### config.mk
export PLATFORM = sky130hd
export DESIGN_NAME = mini_core_mem_arb
export DESIGN_NICKNAME = d
export VERILOG_FILES = /design/src/rtl/mini_core_pkg.sv /design/src/rtl/mini_core_mem_arb.sv
export SDC_FILE = /design/constraint.sdc
export NUM_CORES = 1
export LEC_CHECK = 0
export ABC_CLOCK_PERIOD_IN_PS = 1600
export BUFFER_PORTS_ARGS = -buffer_cell sky130_fd_sc_hd__buf_4
export CORE_AREA = 4 4 105 107
export CTS_CLUSTER_SIZE = 24
export DETAILED_ROUTE_END_ITERATION = 6
export DIE_AREA = 0 0 109 111
export HOLD_SLACK_MARGIN = 0.03
export PLACE_DENSITY = 0.52
export SYNTH_ARGS = -nofsm -noshare
export SYNTH_HDL_FRONTEND = slang
export SYNTH_SLANG_ARGS = --single-unit
### constraint.sdc
create_clock -name Clock -period 1.6 [get_ports Clock]
set_input_delay 0.08 -clock Clock [delete_from_list [all_inputs] [get_ports Clock]]
set_output_delay 0.08 -clock Clock [all_outputs]
set_load 0.01 [all_outputs]
### src/rtl/mini_core_pkg.sv
// Shared types for the mini_core memory arbiter: FSM states, request bundle
// used by the selection mux, and the default fetch-starvation limit.
package mini_core_pkg;

  typedef enum logic [1:0] {
    IDLE   = 2'd0,
    WAIT_I = 2'd1,
    WAIT_D = 2'd2
  } t_arb_state;

  typedef struct packed {
    logic        Valid;
    logic        WrEn;
    logic [31:0] Addr;
    logic [31:0] WrData;
    logic [3:0]  ByteEn;
  } t_arb_req;

  localparam int unsigned ARB_STARVE_MAX_DEFAULT = 4;

endpackage

### src/rtl/mini_core_mem_arb.sv
// Shares one single-port memory between fetch and load/store, one read in flight.
// Optional MINI_CORE_ARB_STATS_EN adds fetch-stall and data-grant counters.
//
// state  | meaning
// IDLE   | no read outstanding
// WAIT_I | fetch read outstanding
// WAIT_D | data read outstanding
`ifndef MAFIA_DFF
`define MAFIA_DFF(q, d, rst_val) always_ff @(posedge Clock or negedge RstN) if (!RstN) q <= (rst_val); else q <= (d);
`endif

module mini_core_mem_arb
  import mini_core_pkg::*;
#(
  parameter int unsigned STARVE_MAX = ARB_STARVE_MAX_DEFAULT
) (
  input  logic        Clock,
  input  logic        RstN,
  input  logic        FetchReq,
  input  logic [31:0] FetchAddr,
  output logic        FetchGnt,
  output logic        FetchRspValid,
  output logic [31:0] FetchRspData,
  input  logic        DataReq,
  input  logic        DataWrEn,
  input  logic [31:0] DataAddr,
  input  logic [31:0] DataWrData,
  input  logic [3:0]  DataByteEn,
  output logic        DataGnt,
  output logic        DataRspValid,
  output logic [31:0] DataRspData,
  input  logic        Flush,
  output logic        MemReq,
  output logic [31:0] MemAddr,
  output logic        MemWrEn,
  output logic [31:0] MemWrData,
  output logic [3:0]  MemByteEn,
  input  logic        MemAccept,
  input  logic        MemRspValid,
  input  logic [31:0] MemRspData
`ifdef MINI_CORE_ARB_STATS_EN
  ,
  output logic [31:0] StatFetchStall,
  output logic [31:0] StatDataGnt
`endif
);

  localparam int unsigned     CntW   = $clog2(STARVE_MAX + 1);
  localparam logic [CntW-1:0] CntMax = CntW'(STARVE_MAX);

  t_arb_state      StateQ, StateD;
  logic [CntW-1:0] StarveCntQ, StarveCntD;
  logic            DropQ, DropD;

  t_arb_req fetch_req, data_req, sel_req;
  logic     issue_win, fetch_sel, accept;

  always_comb begin
    fetch_req = '{Valid: FetchReq, WrEn: 1'b0, Addr: FetchAddr, WrData: 32'h0, ByteEn: 4'hF};
    data_req  = '{Valid: DataReq, WrEn: DataWrEn, Addr: DataAddr, WrData: DataWrData,
                  ByteEn: DataByteEn};

    // A response arriving this cycle frees the port, allowing back-to-back issue.
    issue_win = (StateQ == IDLE) || MemRspValid;
    fetch_sel = (StarveCntQ == CntMax) || !DataReq;
    sel_req   = fetch_sel ? fetch_req : data_req;

    MemReq    = issue_win && sel_req.Valid;
    accept    = MemReq && MemAccept;
    FetchGnt  = accept && fetch_sel;
    DataGnt   = accept && !fetch_sel;

    MemAddr   = MemReq ? sel_req.Addr   : 32'h0;
    MemWrEn   = MemReq ? sel_req.WrEn   : 1'b0;
    MemWrData = MemReq ? sel_req.WrData : 32'h0;
    MemByteEn = MemReq ? sel_req.ByteEn : 4'h0;
  end

  always_comb begin
    StateD = StateQ;
    if (accept) begin
      if (fetch_sel)         StateD = WAIT_I;
      else if (sel_req.WrEn) StateD = IDLE;
      else                   StateD = WAIT_D;
    end else if (StateQ != IDLE && MemRspValid) begin
      StateD = IDLE;
    end

    StarveCntD = StarveCntQ;
    if (FetchGnt || !FetchReq)                  StarveCntD = '0;
    else if (DataGnt && StarveCntQ != CntMax)   StarveCntD = StarveCntQ + CntW'(1);

    // A fetch granted alongside Flush already targets the redirect, so it is kept.
    DropD = 1'b0;
    if (StateQ == WAIT_I) DropD = MemRspValid ? 1'b0 : (DropQ || Flush);
  end

  always_comb begin
    DataRspValid  = (StateQ == WAIT_D) && MemRspValid;
    FetchRspValid = (StateQ == WAIT_I) && MemRspValid && !DropQ;
    DataRspData   = DataRspValid  ? MemRspData : 32'h0;
    FetchRspData  = FetchRspValid ? MemRspData : 32'h0;
  end

  `MAFIA_DFF(StateQ, StateD, IDLE)
  `MAFIA_DFF(StarveCntQ, StarveCntD, '0)
  `MAFIA_DFF(DropQ, DropD, 1'b0)

`ifdef MINI_CORE_ARB_STATS_EN
  logic [31:0] StatStallQ, StatDGntQ;

  `MAFIA_DFF(StatStallQ, StatStallQ + 32'(FetchReq && !FetchGnt), 32'h0)
  `MAFIA_DFF(StatDGntQ, StatDGntQ + 32'(DataGnt), 32'h0)

  assign StatFetchStall = StatStallQ;
  assign StatDataGnt    = StatDGntQ;
`endif

endmodule

==> summary.txt <==
CTS
  • Total CTS buffers: 3
  • Worst-Skew Late Latency: 230 ps
  • CTS max path bufs: 2
  • H-tree depth: 1
  • Clock Sink Count: 6
  • Clock transition at path regs: 40 ps
  • CTS tree: built
  • Root Driver: clkbuf_8

Detailed routing
  • Total Wirelength: 10.1 mm
  • DRC: 0
  • Vias: 2983
  • Starting DRT DRC Count: 175
  • Post-DRT Antenna Nets: 0
  • Total iterations of the first detailed-routing run: 4
  • Vias per inst: 4.39
  • Wire length per cell: 14.8 um

Layout
  • Nets: 688
  • Fraction of layout cells with a size suffix above 1: 63.2%
  • # diodes: 0
  • Fill cells: 1035
  • Area Growth Syn to Fin: 160%

Synth
  • Syn avg cell area: 5.96 um2
  • Synth Flop Type: dfrtp_1
  • Syn Nets: 414
  • Top cells by count, synth: and2_1 (64), nand2_1 (38), a21oi_1 (37)
  • Most frequent cell after synthesis: and2_1
  • Post-synth cell types: 30
  • Largest area contributor in the netlist: and2_1
  • Async S/R FF share, synth: 100%
  • Ranking of synthesized cells by area: and2_1 (25%), and3_1 (13%), a21oi_1 (11%)
  • Yosys warns: 0
  • Synth Instances: 272
  • Synth Cell Area: 1620 um2
  • Synth top area share: 24.7%
  • Post-synth EDFFs: 0
  • Post-synthesis sequential area ratio: 9.27%
  • Yosys reg bits: 6

Global route
  • Initial antenna violation count: 0
  • Met2 Resource Use GR: 28.8%
  • Total grt overflow: 0
  • GRT met3 Usage: 3.61%
  • First-pass GRT wire length: 14.7 mm
  • Grt peak-use layer: met2
  • GRT Overall Usage: 14.8%
  • Met1 global-route usage: 15.4%
  • Pin count of the biggest net entering global routing: 40
  • Vias in the first global route: 3021

Floorplan
  • Core Area: 10100 um2
  • Die Height: 111 um
  • Die span in x: 109 um
  • Die Area: 12100 um2
  • Row count: 37
  • Initial Util: 16.0%
  • Top Ports: 278

Timing
  • Unrepaired setup endpoints after global routing: true
  • Final Hold Fails: 0
  • Final Cycle Share: 106%
  • Worst Skew: 3.45 ps
  • Worst-Margin Slew: 408 ps
  • Worst slew margin relative to its limit: 72.8%
  • PnR worst setup slack: -89.1 ps
  • Final Max Tran Viols: 0
  • Final setup viols: 69
  • FMAX: 0.592 GHz
  • Min cycle time layout: 1690 ps

Power and ir drop
  • Flop pwr share: 10.9%
  • Pwr Density: 364 nW/um2
  • Switch Pwr: 0.567 mW
  • Worst-case vdd ir drop: 0.228 mV
  • Leakage power: 2.31 nW
  • Total power: 1.54 mW
  • Pint: 0.970 mW
  • Clock share of power: 15.4%
  • Combinational power share: 73.7%
  • Sw Ratio: 36.9%

Critical path
  • CP max FO: 12
  • Critical Path Source: StarveCntQ[0]
  • Element type at the critical path end: primary output
  • R2r endpoint: StarveCntQ[2]
  • Worst Reg-to-Reg Cells: 6
  • Crit path DAT: 1610 ps
  • FF-to-FF setup slack: 130 ps
  • CP Launch Type: flip-flop
  • RR Startpoint: StarveCntQ[0]
  • Worst path required time: 1520 ps
  • Kind of critical path: reg2out
  • Critical path endpoint: MemAddr[12]

Run
  • Max_cap viols: 0

Hold path
  • Hold path start: MemRspValid
  • Hold crit path type: in2reg

Placed design
  • Place WS: -8.77 ps
  • Port Buffers: 277
  • Detailed Place HPWL: 8.15 mm
  • Gpl congestion: 0.884

Run status
  • Outcome: finished with violations
  • Violated checks: negative setup slack
power groups by stage:
| stage | Sequential (mW) | Clock, mW | Combinational [mW] |
|---|---|---|---|
| final | 0.167 | 0.237 | 1.13 |
| after global routing | 0.169 | 0.245 | 1.23 |
| after CTS | 0.167 | 0.237 | 1.11 |
| after detailed placement | 0.169 | 0 | 1.03 |
| after global placement | 0.169 | 0 | 1.03 |
| after floorplan | 0.168 | 0 | 0.400 |
critical path, cell delays in order (launching register included):
cell,delay [ps]
dfrtp_1,380
inv_2,80
ha_4,160
a21bo_4,200
buf_8,160
nand3_1,90
a21oi_1,170
buf_4,140
state kept, by name (all words and copies together) (netlist names):
signal and flops:
StarveCntQ 3, DropQ 1, StateQ 2
layer usage:
| layer | vias to the layer above | part of all wire [%] |
|---|---|---|
| met3 | 12 | 12 |
| li1 | 1461 | - |
| met4 | 0 | 1.4 |
| met1 | 1329 | 35 |
| met2 | 181 | 52 |
| met5 | - | 0 |
per-stage QoR:
| step | hold WS, ps | setup TNS [ps] | instances | instance area, um2 | utilization [%] |
|---|---|---|---|---|---|
| 6_report | 58.7 | -2920 | 680 | 4220 | 41.6 |
| 5_1_grt | 70.4 | -7950 | 680 | 4220 | 41.6 |
| 4_1_cts | 57.9 | -3160 | 680 | 4110 | 40.6 |
| 3_5_place_dp | -105 | -8.77 | 669 | 3860 | 38.1 |
| 3_3_place_gp | -106 | 0 | 669 | 3860 | 38.1 |
| 2_1_floorplan | -216 | 0 | 272 | 1620 | - |
placed cells by master, fill, tap and decap left out, types with 5 or more instances in the layout:
cell type  synthesis  layout
buf_4              5     283
and2_1            64      64
nand2_1           38      37
and3_1            33      32
nand3_1           33      32
a21oi_2            0      30
a21oi_1           37       7
dfrtp_1            6       6
buf_6              1       5
buf_12             0       5
how the worst min path moves through the flow:
| stage | endpoint | slack, ps | cells after the start |
|---|---|---|---|
| 6_report | DropQ | 60 | 2 |
| 5_1_grt | DropQ | 70 | 2 |
| 4_1_cts | DropQ | 60 | 2 |
| 3_5_place_dp | DropQ | -100 | 1 |
| 3_3_place_gp | DropQ | -110 | 1 |
| 2_1_floorplan | DropQ | -220 | 0 |
final cells by class:
type	instances	area, um2	area share [%]
multi-input combinational	232	1460	34.7
tap	136	170	4.03
clock buffer	3	41.3	0.978
inverter	5	18.8	0.445
timing repair buffer	298	2380	56.3
sequential	6	150	3.56
logic make-up (layout without fill, tap and decap cells):
kind of cell	Yosys count	after routing	share of synthesized area (%)
AO/OA/AOI/OAI	47	47	16.4
adder cells (fa/ha/maj)	2	2	1.54
flip-flops	6	6	9.27
AND/OR/NAND/NOR	183	183	62.2
buffers and inverters	34	306	10.6
timing repair:
action / 4_1_cts / 5_1_grt
cloned: 3 / 0
setup endpoints to repair: 72 / 72
resized for setup: 24 / 34
hold buffers: 1 / 0
endpoints found under the hold margin: 6 / 0
pin swaps: 5 / 3
buffers inserted: 4 / 1
(Power assumes the default switching activity.)
